<file path="config.mk">
export PLATFORM = sky130hd
export DESIGN_NAME = alu_mdu_flat
export DESIGN_NICKNAME = d
export VERILOG_FILES = /design/src/rtl/alu_mdu_if.sv /design/src/rtl/alu_mdu.sv /design/src/flat_wrapper.sv
export SDC_FILE = /design/constraint.sdc
export NUM_CORES = 1
export LEC_CHECK = 0
export ABC_AREA = 0
export CAP_MARGIN = 20
export CORE_MARGIN = 2
export CORE_UTILIZATION = 30
export CTS_CLUSTER_SIZE = 16
export DETAILED_ROUTE_END_ITERATION = 6
export PLACE_DENSITY = 0.58
export SLEW_MARGIN = 20
export SYNTH_ARGS = -nofsm -noshare
export SYNTH_HDL_FRONTEND = slang
export SYNTH_SLANG_ARGS = --single-unit
</file>
<file path="constraint.sdc">
create_clock -name clk -period 4.8 [get_ports clk]
set_input_delay 0.72 -clock clk [delete_from_list [all_inputs] [get_ports clk]]
set_output_delay 0.72 -clock clk [all_outputs]
set_load 0.005 [all_outputs]
</file>
<file path="src/rtl/alu_mdu_if.sv">
// Request/result bundle between a requester and the ALU/multiply-divide unit.
interface alu_mdu_if #(parameter int N = 32);
    logic         start;
    logic [N-1:0] alu_a;
    logic [N-1:0] alu_b;
    logic [3:0]   alu_control;
    logic [N-1:0] alu_y;
    logic         zero;
    logic [N-1:0] hi;
    logic [N-1:0] lo;
    logic         busy;
    logic         done;

    modport master (output start, alu_a, alu_b, alu_control,
                    input  alu_y, zero, hi, lo, busy, done);
    modport slave  (input  start, alu_a, alu_b, alu_control,
                    output alu_y, zero, hi, lo, busy, done);
endinterface

</file>
<file path="src/rtl/alu_mdu.sv">
// ALU with single-cycle ops plus an iterative N-step multiplier/divider
// (shift-add multiply, restoring divide, sign fix-up in a final cycle).
module alu_mdu #(
    parameter int N = 32
) (
    input  logic      clk,
    input  logic      reset,
    alu_mdu_if.slave  bus
);
    localparam int CW = (N > 1) ? $clog2(N) : 1;

    typedef enum logic [1:0] {IDLE, CALC, FIX} state_t;

    state_t         state_q, state_d;
    logic [CW-1:0]  cnt_q, cnt_d;
    logic [2*N:0]   p_q, p_d;        // {upper N+1 bits, lower N bits} working register
    logic [N-1:0]   m_q, m_d;        // multiplicand / divisor magnitude
    logic [N-1:0]   a_q, a_d;        // raw dividend, kept for divide-by-zero
    logic           is_div_q, is_div_d;
    logic           neg_q, neg_d;    // product/quotient sign
    logic           a_neg_q, a_neg_d; // remainder sign
    logic           divz_q, divz_d;
    logic [N-1:0]   alu_y_q, alu_y_d;
    logic           zero_q, zero_d;
    logic [N-1:0]   hi_q, hi_d;
    logic [N-1:0]   lo_q, lo_d;
    logic           done_q, done_d;

    logic [N-1:0]   a, b, y1, a_mag, b_mag;
    logic           sop, is_md, is_dv;
    logic [N:0]     sum, top;
    logic [2*N:0]   sh;
    logic [2*N-1:0] prod;
    logic [N-1:0]   quo, rem;

    assign a = bus.alu_a;
    assign b = bus.alu_b;

    // Single-cycle result mux and operand decode for the iterative ops
    always_comb begin
        sop   = (bus.alu_control == 4'b1010) || (bus.alu_control == 4'b1100);
        is_md = (bus.alu_control >= 4'b1001) && (bus.alu_control <= 4'b1100);
        is_dv = (bus.alu_control == 4'b1011) || (bus.alu_control == 4'b1100);
        a_mag = (sop && a[N-1]) ? (~a + N'(1)) : a;
        b_mag = (sop && b[N-1]) ? (~b + N'(1)) : b;
        y1    = '0;
        case (bus.alu_control)
            4'b0000: y1 = a & b;
            4'b0001: y1 = a | b;
            4'b0010: y1 = a + b;
            4'b0011: y1 = a ^ b;
            4'b0100: y1 = a & ~b;
            4'b0101: y1 = {{(N-1){1'b0}}, a == b};
            4'b0110: y1 = a - b;
            4'b0111: y1 = {{(N-1){1'b0}}, a < b};
            4'b1000: y1 = {{(N-1){1'b0}}, $signed(a) < $signed(b)};
            4'b1101: y1 = hi_q;
            4'b1110: y1 = lo_q;
            default: y1 = '0;
        endcase
    end

    // Next-state: accept in IDLE, one iteration per CALC cycle, sign fix in FIX
    always_comb begin
        state_d  = state_q;
        cnt_d    = cnt_q;
        p_d      = p_q;
        m_d      = m_q;
        a_d      = a_q;
        is_div_d = is_div_q;
        neg_d    = neg_q;
        a_neg_d  = a_neg_q;
        divz_d   = divz_q;
        alu_y_d  = alu_y_q;
        zero_d   = zero_q;
        hi_d     = hi_q;
        lo_d     = lo_q;
        done_d   = 1'b0;
        sum      = {1'b0, p_q[2*N-1:N]} + {1'b0, m_q};
        sh       = {p_q[2*N-1:0], 1'b0};
        top      = sh[2*N:N];
        prod     = neg_q ? (~p_q[2*N-1:0] + (2*N)'(1)) : p_q[2*N-1:0];
        quo      = neg_q ? (~p_q[N-1:0] + N'(1)) : p_q[N-1:0];
        rem      = a_neg_q ? (~p_q[2*N-1:N] + N'(1)) : p_q[2*N-1:N];
        case (state_q)
            IDLE: if (bus.start) begin
                if (is_md) begin
                    state_d  = CALC;
                    cnt_d    = '0;
                    is_div_d = is_dv;
                    neg_d    = sop && (a[N-1] ^ b[N-1]);
                    a_neg_d  = sop && a[N-1];
                    divz_d   = (b == '0);
                    a_d      = a;
                    p_d      = {{(N+1){1'b0}}, is_dv ? a_mag : b_mag};
                    m_d      = is_dv ? b_mag : a_mag;
                end else begin
                    alu_y_d = y1;
                    zero_d  = (y1 == '0);
                    done_d  = 1'b1;
                end
            end
            CALC: begin
                if (!is_div_q)
                    p_d = p_q[0] ? {1'b0, sum, p_q[N-1:1]} : {1'b0, p_q[2*N:1]};
                else if (top >= {1'b0, m_q})
                    p_d = {top - {1'b0, m_q}, sh[N-1:1], 1'b1};
                else
                    p_d = sh;
                cnt_d = cnt_q + CW'(1);
                if (cnt_q == CW'(N-1)) state_d = FIX;
            end
            FIX: begin
                state_d = IDLE;
                done_d  = 1'b1;
                if (!is_div_q) begin
                    {hi_d, lo_d} = prod;
                end else if (divz_q) begin
                    lo_d = '1;
                    hi_d = a_q;
                end else begin
                    lo_d = quo;
                    hi_d = rem;
                end
            end
            default: state_d = IDLE;
        endcase
    end

    // State and result registers; reset aborts any operation in flight
    always_ff @(posedge clk) begin
        if (reset) begin
            state_q  <= IDLE;
            cnt_q    <= '0;
            p_q      <= '0;
            m_q      <= '0;
            a_q      <= '0;
            is_div_q <= 1'b0;
            neg_q    <= 1'b0;
            a_neg_q  <= 1'b0;
            divz_q   <= 1'b0;
            alu_y_q  <= '0;
            zero_q   <= 1'b1;
            hi_q     <= '0;
            lo_q     <= '0;
            done_q   <= 1'b0;
        end else begin
            state_q  <= state_d;
            cnt_q    <= cnt_d;
            p_q      <= p_d;
            m_q      <= m_d;
            a_q      <= a_d;
            is_div_q <= is_div_d;
            neg_q    <= neg_d;
            a_neg_q  <= a_neg_d;
            divz_q   <= divz_d;
            alu_y_q  <= alu_y_d;
            zero_q   <= zero_d;
            hi_q     <= hi_d;
            lo_q     <= lo_d;
            done_q   <= done_d;
        end
    end

    assign bus.alu_y = alu_y_q;
    assign bus.zero  = zero_q;
    assign bus.hi    = hi_q;
    assign bus.lo    = lo_q;
    assign bus.done  = done_q;
    assign bus.busy  = (state_q != IDLE);
endmodule

</file>
<file path="src/flat_wrapper.sv">
// flat-port wrapper written by rule: the top's interface ports become plain ports
module alu_mdu_flat 
#(
    parameter int N = 32
)
  (clk, reset, bus_start, bus_alu_a, bus_alu_b, bus_alu_control, bus_alu_y, bus_zero, bus_hi, bus_lo, bus_busy, bus_done);
  alu_mdu_if #(.N(N)) bus_i ();
  input  logic clk;
  input  logic reset;
  input wire logic [$bits(bus_i.start)-1:0] bus_start;
  input wire logic [$bits(bus_i.alu_a)-1:0] bus_alu_a;
  input wire logic [$bits(bus_i.alu_b)-1:0] bus_alu_b;
  input wire logic [$bits(bus_i.alu_control)-1:0] bus_alu_control;
  output wire logic [$bits(bus_i.alu_y)-1:0] bus_alu_y;
  output wire logic [$bits(bus_i.zero)-1:0] bus_zero;
  output wire logic [$bits(bus_i.hi)-1:0] bus_hi;
  output wire logic [$bits(bus_i.lo)-1:0] bus_lo;
  output wire logic [$bits(bus_i.busy)-1:0] bus_busy;
  output wire logic [$bits(bus_i.done)-1:0] bus_done;
  assign bus_i.start = bus_start;
  assign bus_i.alu_a = bus_alu_a;
  assign bus_i.alu_b = bus_alu_b;
  assign bus_i.alu_control = bus_alu_control;
  assign bus_alu_y = bus_i.alu_y;
  assign bus_zero = bus_i.zero;
  assign bus_hi = bus_i.hi;
  assign bus_lo = bus_i.lo;
  assign bus_busy = bus_i.busy;
  assign bus_done = bus_i.done;
  alu_mdu #(.N(N)) u_core (.clk(clk), .reset(reset), .bus(bus_i));
endmodule
</file>
## After elaboration in Yosys (flattened, before gate mapping)

Index checks and enable logic that the tools add are counted.

| operators by class | value |
|---|---|
| multiplexer cells | 28 |
| magnitude comparators | 5 |
| add/subtract/negate cells | 10 |
| equal/unequal tests | 20 |
| reductions and logical operators | 16 |
| bitwise operators | 11 |

Operators with widths:

| operator | number |
|---|---|
| $pmux W32 S11 | 1 |
| $mux W32 | 10 |
| $mux W65 | 4 |
| $pmux W65 S2 | 1 |
| $add A32 B1 Y32 const B | 4 |
| $mux W64 | 2 |
| $not A32 Y32 | 4 |
| $add A64 B1 Y64 const B | 1 |
| $and A32 B32 Y32 | 2 |
| $logic_not A32 Y1 | 2 |
| $lt A32 B32 Y1 | 2 |
| $not A64 Y64 | 1 |
| $add A32 B32 Y33 | 1 |
| $ge A33 B32 Y1 | 1 |
| $sub A33 B32 Y33 | 1 |
| $add A32 B32 Y32 | 1 |
| $eq A32 B32 Y1 | 1 |
| $or A32 B32 Y32 | 1 |
| $sub A32 B32 Y32 | 1 |
| $xor A32 B32 Y32 | 1 |
| $eq A4 B4 Y1 const B | 6 |
| $eq A4 B3 Y1 const B | 4 |
| $reduce_and A3 Y1 | 4 |
| $mux W5 | 2 |
| other kinds (22) | 32 |

| storage, ports and cells | value |
|---|---|
| input port bits | 71 |
| output and inout port bits | 99 |
| word-level logic and storage cells | 104 |
| register bits after elaboration | 238 |

## Longest topological paths before layout

Gate-level depths: netlist (run 1).

| depth | value |
|---|---|
| word-level depth | 8 |
| mapped depth | 16 |
| mapped depth without buffers | 15 |

## Worst setup path before layout (run 1)

No wires, ideal clock.

| path | value |
|---|---|
| kind | input -> register |
| from | input bus_alu_b[2] |
| to | register u_core.zero_q, in the netlist u_core.bus.zero |
| stages on the path | 15 |
| path buffers | 2 |
| arrival | 4373 ps |
| data required time | 4713 ps |
| setup slack | 340 ps |
| setup time | 87 ps |
| path through | clkbuf_1 > inv_1 > ha_1 > buf_6 > a211oi_2 > o21ba_4 > nand2b_4 > a21oi_2 > nor2_1 > mux2_1 > a2111o_1 > or4_1 > or4_1 > or4_1 > o31ai_1 |

| on the way | value |
|---|---|
| word-level cells in the longest chain between the ends | 4 |
| elaborated cells between the ends (all ways) | 12 |
| classes of those cells | add/sub: 2; order compare: 2; eq/ne: 1; mux: 1; bitwise: 5; reduce/logical: 1 |

RTL lines:

| item | RTL line | source |
|---|---|---|
| start, declared | flat_wrapper.sv:12 | `input wire logic [$bits(bus_i.alu_b)-1:0] bus_alu_b;` |
| parallel branches: the longest is 2 deep, another holds $sub A32 B32 Y32 | - |  |
| $pmux W32 S11 * | alu_mdu.sv:47 | `case (bus.alu_control)` |
| $logic_not A32 Y1 * | alu_mdu.sv:99 | `zero_d = (y1 == '0);` |
| end signal, assigned | alu_mdu.sv:158 | `zero_q <= zero_d;` |
| end, declared | alu_mdu.sv:24 | `logic zero_q, zero_d;` |

Mark *: on every way between the ends.
A chain may end at the register's enable or synchronous reset.

## Worst setup path after layout (run 1)

| path | value |
|---|---|
| from | input bus_alu_a[1] |
| to | register u_core.zero_q, in the netlist u_core.bus.zero |

| on the way | value |
|---|---|
| word-level cells in the longest chain between the ends | 3 |
| elaborated cells between the ends (all ways) | 11 |
| classes of those cells | add/sub: 2; order compare: 2; eq/ne: 1; mux: 1; bitwise: 4; reduce/logical: 1 |

RTL lines:

| item | RTL line | source |
|---|---|---|
| start, declared | flat_wrapper.sv:11 | `input wire logic [$bits(bus_i.alu_a)-1:0] bus_alu_a;` |
| $sub A32 B32 Y32, or another cell as far along | alu_mdu.sv:54 | `4'b0110: y1 = a - b;` |
| $pmux W32 S11 * | alu_mdu.sv:47 |  |
| $logic_not A32 Y1 * | alu_mdu.sv:99 |  |

Mark *: on every way between the ends. The rest lies on a longest branch, timed or not.

==> results of run 1 <==
[synth_stat cells (26+ instances only)]
master | count | area, µm²
nand2b_1 | 33 | 206
mux2i_1 | 64 | 641
nand2_1 | 401 | 1510
inv_1 | 149 | 559
or4_1 | 26 | 195
clkbuf_1 | 212 | 796
a21o_1 | 62 | 465
a211oi_1 | 114 | 856
nand3_1 | 80 | 400
a31oi_1 | 32 | 200
o21ai_0 | 213 | 1070
ha_1 | 166 | 2080
xnor2_1 | 140 | 1230
xor2_1 | 98 | 858
nor2_1 | 253 | 950
nand4_1 | 32 | 200
dfxtp_1 | 238 | 4760
a22oi_1 | 34 | 255
o211ai_1 | 76 | 571
nor3_1 | 67 | 335
o31ai_1 | 44 | 330
a21oi_1 | 317 | 1590
[sequential cells by signal, summed over array words and instances, names as in the netlist, 2 cells and up]
name	cells
u_core.state_q	2
u_core.cnt_q	5
u_core.bus.lo	32
u_core.a_q	32
u_core.bus.alu_y	32
u_core.m_q	32
u_core.p_q	65
u_core.bus.hi	32
[power groups by stage]
| stage | registers (mW) | logic [mW] | clock network [mW] |
|---|---|---|---|
| after floorplan | 2.14 | 1.33 | 0 |
| after global placement | 2.17 | 2.34 | 0 |
| after detailed placement | 2.17 | 2.34 | 0 |
| after CTS | 2.13 | 2.35 | 2.28 |
| after global routing | 2.14 | 2.58 | 2.35 |
| final | 2.13 | 2.40 | 2.25 |
[cell families (layout without fill, tap and decap cells)]
family                     after synthesis  in the layout
AOI/OAI and AO/OA                     1125           1125
adders and majority gates              170            170
DFF                                    238            238
buffers and inverters                  409            785
and+or+nand+nor                       1049           1049
muxes                                   76             76
xor gates and xnor gates               238            238
[placed cells by master (no fill, tap or decap), drive strengths merged, types with 77 or more instances in the layout]
cell type,netlist,layout
o211ai,77,77
xor2,98,98
o21ai,220,220
clkdlybuf4s50,0,166
a211oi,118,118
a21oi,320,320
nand2,401,401
inv,152,153
nor2,255,255
buf,44,417
ha,166,166
nand3,80,80
xnor2,140,140
dfxtp,238,238
[worst min path at each step]
stage | to
after floorplan | u_core.p_q[64]$_SDFFE_PP0P_
after global placement | u_core.a_q[19]$_SDFFE_PP0P_
after detailed placement | u_core.a_q[19]$_SDFFE_PP0P_
after CTS | u_core.a_q[19]$_SDFFE_PP0P_
after global routing | u_core.a_q[21]$_SDFFE_PP0P_
final | u_core.a_q[18]$_SDFFE_PP0P_
[per-layer routing]
metal / vias to the layer above / routed length, µm / track usage
li1: 12672 / - / -
met1: 12753 / 49700 / 0.371
met2: 1080 / 45400 / 0.375
met3: 143 / 8320 / 0.0366
met4: 0 / 3270 / 0.0687
met5: - / 0 / 0
[layout make-up]
cell class / count / area, µm²
Timing Repair Buffer: 584 / 4920
Tap cell: 1050 / 1310
Clock buffer: 40 / 827
Sequential cell: 238 / 4770
Inverter: 153 / 574
Fill cell: 8357 / 48700
Clock inverter: 8 / 96.3
Multi-Input combinational cell: 2658 / 17400
[worst max-delay path: cells and delay by family]
kind	cells	cell delay, ns
AO/OA/AOI/OAI	6	1.32
adder cells (fa/ha/maj)	1	0.32
multiplexers	1	0.14
AND/OR/NAND/NOR	4	1.66
buffers and inverters	4	0.99
==> impl_metrics.ini, run 1 <==
[setup_path]
crit_type = primary input to flop
max_stage_delay_ns = 0.59
worstPathMaxFanout = 4
endpoint = u_core.bus.zero$_SDFFE_PP1P_
cpMostUsedCell = or4_1
reg2reg_to = u_core.p_q[51]$_SDFFE_PP0P_
crit_path_start_kind = primary input
worst_ep_required_time_ns = 5.30
critPathArrivalTime_ns = 5.16
r2r_start = u_core.m_q[16]$_SDFFE_PP0P_
timing.critical_path.from = bus_alu_a[1]
slowest_stage = clkdlybuf4s50_1
path_cells = clkdlybuf4s50_1 -> inv_1 -> ha_1 -> buf_4 -> a21oi_1 -> nand4b_1 -> buf_4 -> a2111oi_2 -> a21oi_1 -> a211o_1 -> mux2i_1 -> o21ai_1 -> or4_1 -> or4_1 -> or4_1 -> o31ai_1
critPathCaptureType = flop
r2r_slack_ns = 0.30
r2r_cells = 13

[global_route]
grt_pass1_vias = 24390
grt_pass1_wl_um = 158000
grt_max_degree = 112
grt.overflow.total = 0
grt_use_total = 0.251
antenna_found_initial = 1

[floorplan]
core-area_mm2 = 0.0786
num_rows = 103
die_w_um = 285
io_pins = 170
start_util = 0.301
dieArea_mm2 = 0.0812
die_h_um = 285

[run_status]
outcome = complete, but fails checks
violations = design-rule violations

[clock_tree]
htree_levels = 1
hold_buffers = 0
cts.repair.resized = 0
cts_buffer_depth = 3
cts.sinks = 238
root_buffer = clkbuf_16
clk_pin_slew_worst_paths_ns = 0.06
cts_buffers = 29
cts_tree = done
insertion_delay_ns = 0.60
post_cts_buffers = 0

[drt]
route.detailed.wl_per_inst_um = 22.5
via_count = 26648
ant_nets = 0
via_per_inst = 5.63
drt_pass1_iterations = 7
wirelength_um = 107000
drc = 1
drt_iter0_markers = 2984

[synth]
synth_enable_flop_cells = 0
async_flop_share = 0
synthMuxAreaShare = 0.0327
synth_compound_area_frac = 0.313
synthFlopType = dfxtp_1
synth_top_family_by_area = compound AO/OA/AOI/OAI gates
ys_warn_count = 0
syn-instance-count = 3305
synth_xor_area_frac = 0.0880
synthSimpleGateAreaFrac = 0.206
syn_area_mm2 = 0.0237
synth-seq-area-share = 0.201
ys_ff_latch = 238
syn_area_per_cell_um2 = 7.17
synth_cell_types = 102
synthAdderAreaFrac = 0.0911
synth_nets = 3546

[timing]
worstMarginPinSlew_ns = 1.02
drv_slew = 0
rsz0062_at_grt = no
period_minus_slack_ns = 4.65
fmax_mhz = 215
setup-tns-final_ns = 0
clock_skew_ns = 0.0109
final_hold_viol_count = 0
timing.slew.headroom = 0.320
hold_slack_ns = 0.455
period_share = 0.970
setup_viol = 0
layout_setup_ws_ns = 0.145

[placed_design]
dp.cells = 4683
dp_hpwl_um = 84600
portBuffers = 169
gp_congestion = 0.971
placed_area_mm2 = 0.0290
place_ws_ns = -0.475

[job]
maxCapViolCount = 0

[finish]
fin_cells = 4731
area_growth_pct = 26.3
diodes = 0
finalNetCount = 3905
stdcell_area_mm2 = 0.0299
fin_util = 0.381
drive_gt1_frac = 0.148

[power]
p_clk_frac = 0.332
ir_drop_uv = 215
p_leak_nw = 12.1
switchingPower_mw = 2.46
p_seq_frac = 0.315
swShare = 0.362
power_mw = 6.78
p_per_area_mw_per_mm2 = 227
combPwrFrac = 0.354
p_int_mw = 4.32

[hold_path]
hold_depth = 2
hold_class = flop to flop
worstHoldStart = u_core.a_q[18]$_SDFFE_PP0P_
No activity file was read; power rests on OpenSTA's default activity.
==> inputs of run 2 (changes only) <==
==> constraint.sdc (replaced) <==
create_clock -name clk -period 4.6 [get_ports clk]
set_input_delay 0.69 -clock clk [delete_from_list [all_inputs] [get_ports clk]]
set_output_delay 0.69 -clock clk [all_outputs]
set_load 0.005 [all_outputs]
==> run 2 against run 1 <==
  * Largest power group unchanged
  * Non-clock buffer count is 57 higher
  * The flow now finishes without violations
  * Clock-buffer cell count is 2 lower
  * Die area stayed put
  * Sequential share of layout area is 0.34 points lower
  * Critical endpoint unchanged
  * Clock power is 13% higher
==> impl_metrics.ini, run 2 (synthesized netlist as in run 1, its figures left out) <==
[placed_design]
gp_congestion = 0.983
portBuffers = 169
dp_hpwl_um = 85400
place_ws_ns = -0.688

[setup_path]
r2r_cells = 10
reg2reg_to = u_core.bus.hi[8]$_SDFFE_PP0P_
worstPathMaxFanout = 3
worst_ep_required_time_ns = 5.09
crit_type = primary input to flop
r2r_start = u_core.p_q[2]$_SDFFE_PP0P_
critPathArrivalTime_ns = 4.97
crit_path_start_kind = primary input
critPathCaptureType = flop
r2r_slack_ns = 0.25

[floorplan]
die_h_um = 285
num_rows = 103
core-area_mm2 = 0.0786
io_pins = 170
start_util = 0.301
die_w_um = 285
dieArea_mm2 = 0.0812

[drt]
wirelength_um = 107000
route.detailed.wl_per_inst_um = 22.4
drc = 0
via_count = 26787
via_per_inst = 5.59
drt_iter0_markers = 2841
ant_nets = 0
drt_pass1_iterations = 5

[power]
ir_drop_uv = 232
p_leak_nw = 12.5
power_mw = 7.33
p_per_area_mw_per_mm2 = 240

[clock_tree]
hold_buffers = 0
htree_levels = 1
root_buffer = clkbuf_16
cts_buffer_depth = 3
insertion_delay_ns = 0.59
cts_buffers = 29
clk_pin_slew_worst_paths_ns = 0.06
cts_tree = done
cts.sinks = 238

[timing]
final_hold_viol_count = 0
fmax_mhz = 223
layout_setup_ws_ns = 0.121
timing.slew.headroom = 0.278
period_share = 0.974
rsz0062_at_grt = no
clock_skew_ns = 0.0184
setup_viol = 0
period_minus_slack_ns = 4.48
hold_slack_ns = 0.453
drv_slew = 0
worstMarginPinSlew_ns = 1.08
setup-tns-final_ns = 0

[global_route]
grt_max_degree = 103
grt_pass1_wl_um = 158000
antenna_found_initial = 4
grt.overflow.total = 0
grt_pass1_vias = 24655
grt_use_total = 0.251

[finish]
n_fill_cell = 8357
finalNetCount = 3962
final_cell_mix = buf_4, nand2_1, a21oi_1
final_common_cell = buf_4
max_flop_register = u_core.p_q
fin_util = 0.389
drive_gt1_frac = 0.166
largest_reg_flops = 65
area_growth_pct = 29.1

[run_status]
outcome = finished, final reports clean

[hold_path]
hold_class = flop to flop
hold_depth = 2
min_delay_worst_endpoint = u_core.a_q[19]$_SDFFE_PP0P_
worstHoldStart = u_core.a_q[19]$_SDFFE_PP0P_

[job]
maxCapViolCount = 0
==> run 2: cell count changes in the layout (fill, tap and decap cells not counted), moves of 3 or more <==
cell,before,now
clkdlybuf4s50_1,166,163
o21ai_0,212,209
a21oi_1,316,313
buf_4,406,463
bufinv_16,2,5
clkinvlp_4,1,4
a21oi_2,3,6
ha_1,165,162
==> run 2: how the worst max path moves through the flow <==
stage	startpoint	end	depth (start not counted)
6_report	bus_alu_b[2]	u_core.bus.zero$_SDFFE_PP1P_	14
5_1_grt	bus_alu_a[3]	u_core.bus.zero$_SDFFE_PP1P_	16
4_1_cts	bus_alu_a[1]	u_core.bus.zero$_SDFFE_PP1P_	17
3_5_place_dp	bus_alu_a[0]	u_core.bus.zero$_SDFFE_PP1P_	16
3_3_place_gp	bus_alu_b[2]	u_core.bus.zero$_SDFFE_PP1P_	14
2_1_floorplan	bus_alu_b[2]	u_core.bus.zero$_SDFFE_PP1P_	15
==> run 2: layout make-up <==
cell class,instances,area (µm²),share of cell area
Antenna cell,1,2.50,0.0000819
Sequential cell,238,4770,0.156
Timing Repair Buffer,641,5350,0.175
Clock buffer,38,810,0.0265
Clock inverter,15,214,0.00700
Inverter,153,574,0.0188
Tap cell,1050,1310,0.0430
Multi-Input combinational cell,2658,17500,0.574
==> run 2: worst max-delay path, stage by stage <==
cell and delay (ns):
clkdlybuf4s50_1 0.55, inv_1 0.12, ha_1 0.22, nor2b_1 0.15, o21ba_1 0.21, or3_4 0.38
a21o_1 0.20, a221oi_2 0.31, mux2i_1 0.28, o211ai_1 0.11, or4_4 0.48, or4_4 0.54
or4_1 0.47, o31ai_1 0.23
==> run 2: metal layers <==
layer,vias up,global-route usage,routed length [µm]
li1,12805,-,-
met4,0,0.0654,2930
met2,1098,0.379,45500
met3,114,0.0412,8810
met5,-,0,0
met1,12770,0.368,50100
==> run 2: repair_timing <==
item                                    CTS  global route
resized for setup                         6            34
pin swaps                                 3            11
endpoints found under the setup margin    1             1
buffers inserted                          1             5
hold endpoints to repair                  0             0
==> run 2: metrics by stage <==
| stage | area (µm²) | instances |
|---|---|---|
| final | 30600 | 4794 |
| after global routing | 30600 | 4794 |
| after detailed placement | 29300 | 4734 |
| after floorplan | 23700 | 3305 |
| after CTS | 30400 | 4788 |
| after global placement | 29300 | 4734 |
==> run 2: power by group <==
group | internal (mW) | switching (mW)
clock network | 1.51 | 1.02
logic | 1.07 | 1.50
registers | 2.14 | 0.0858
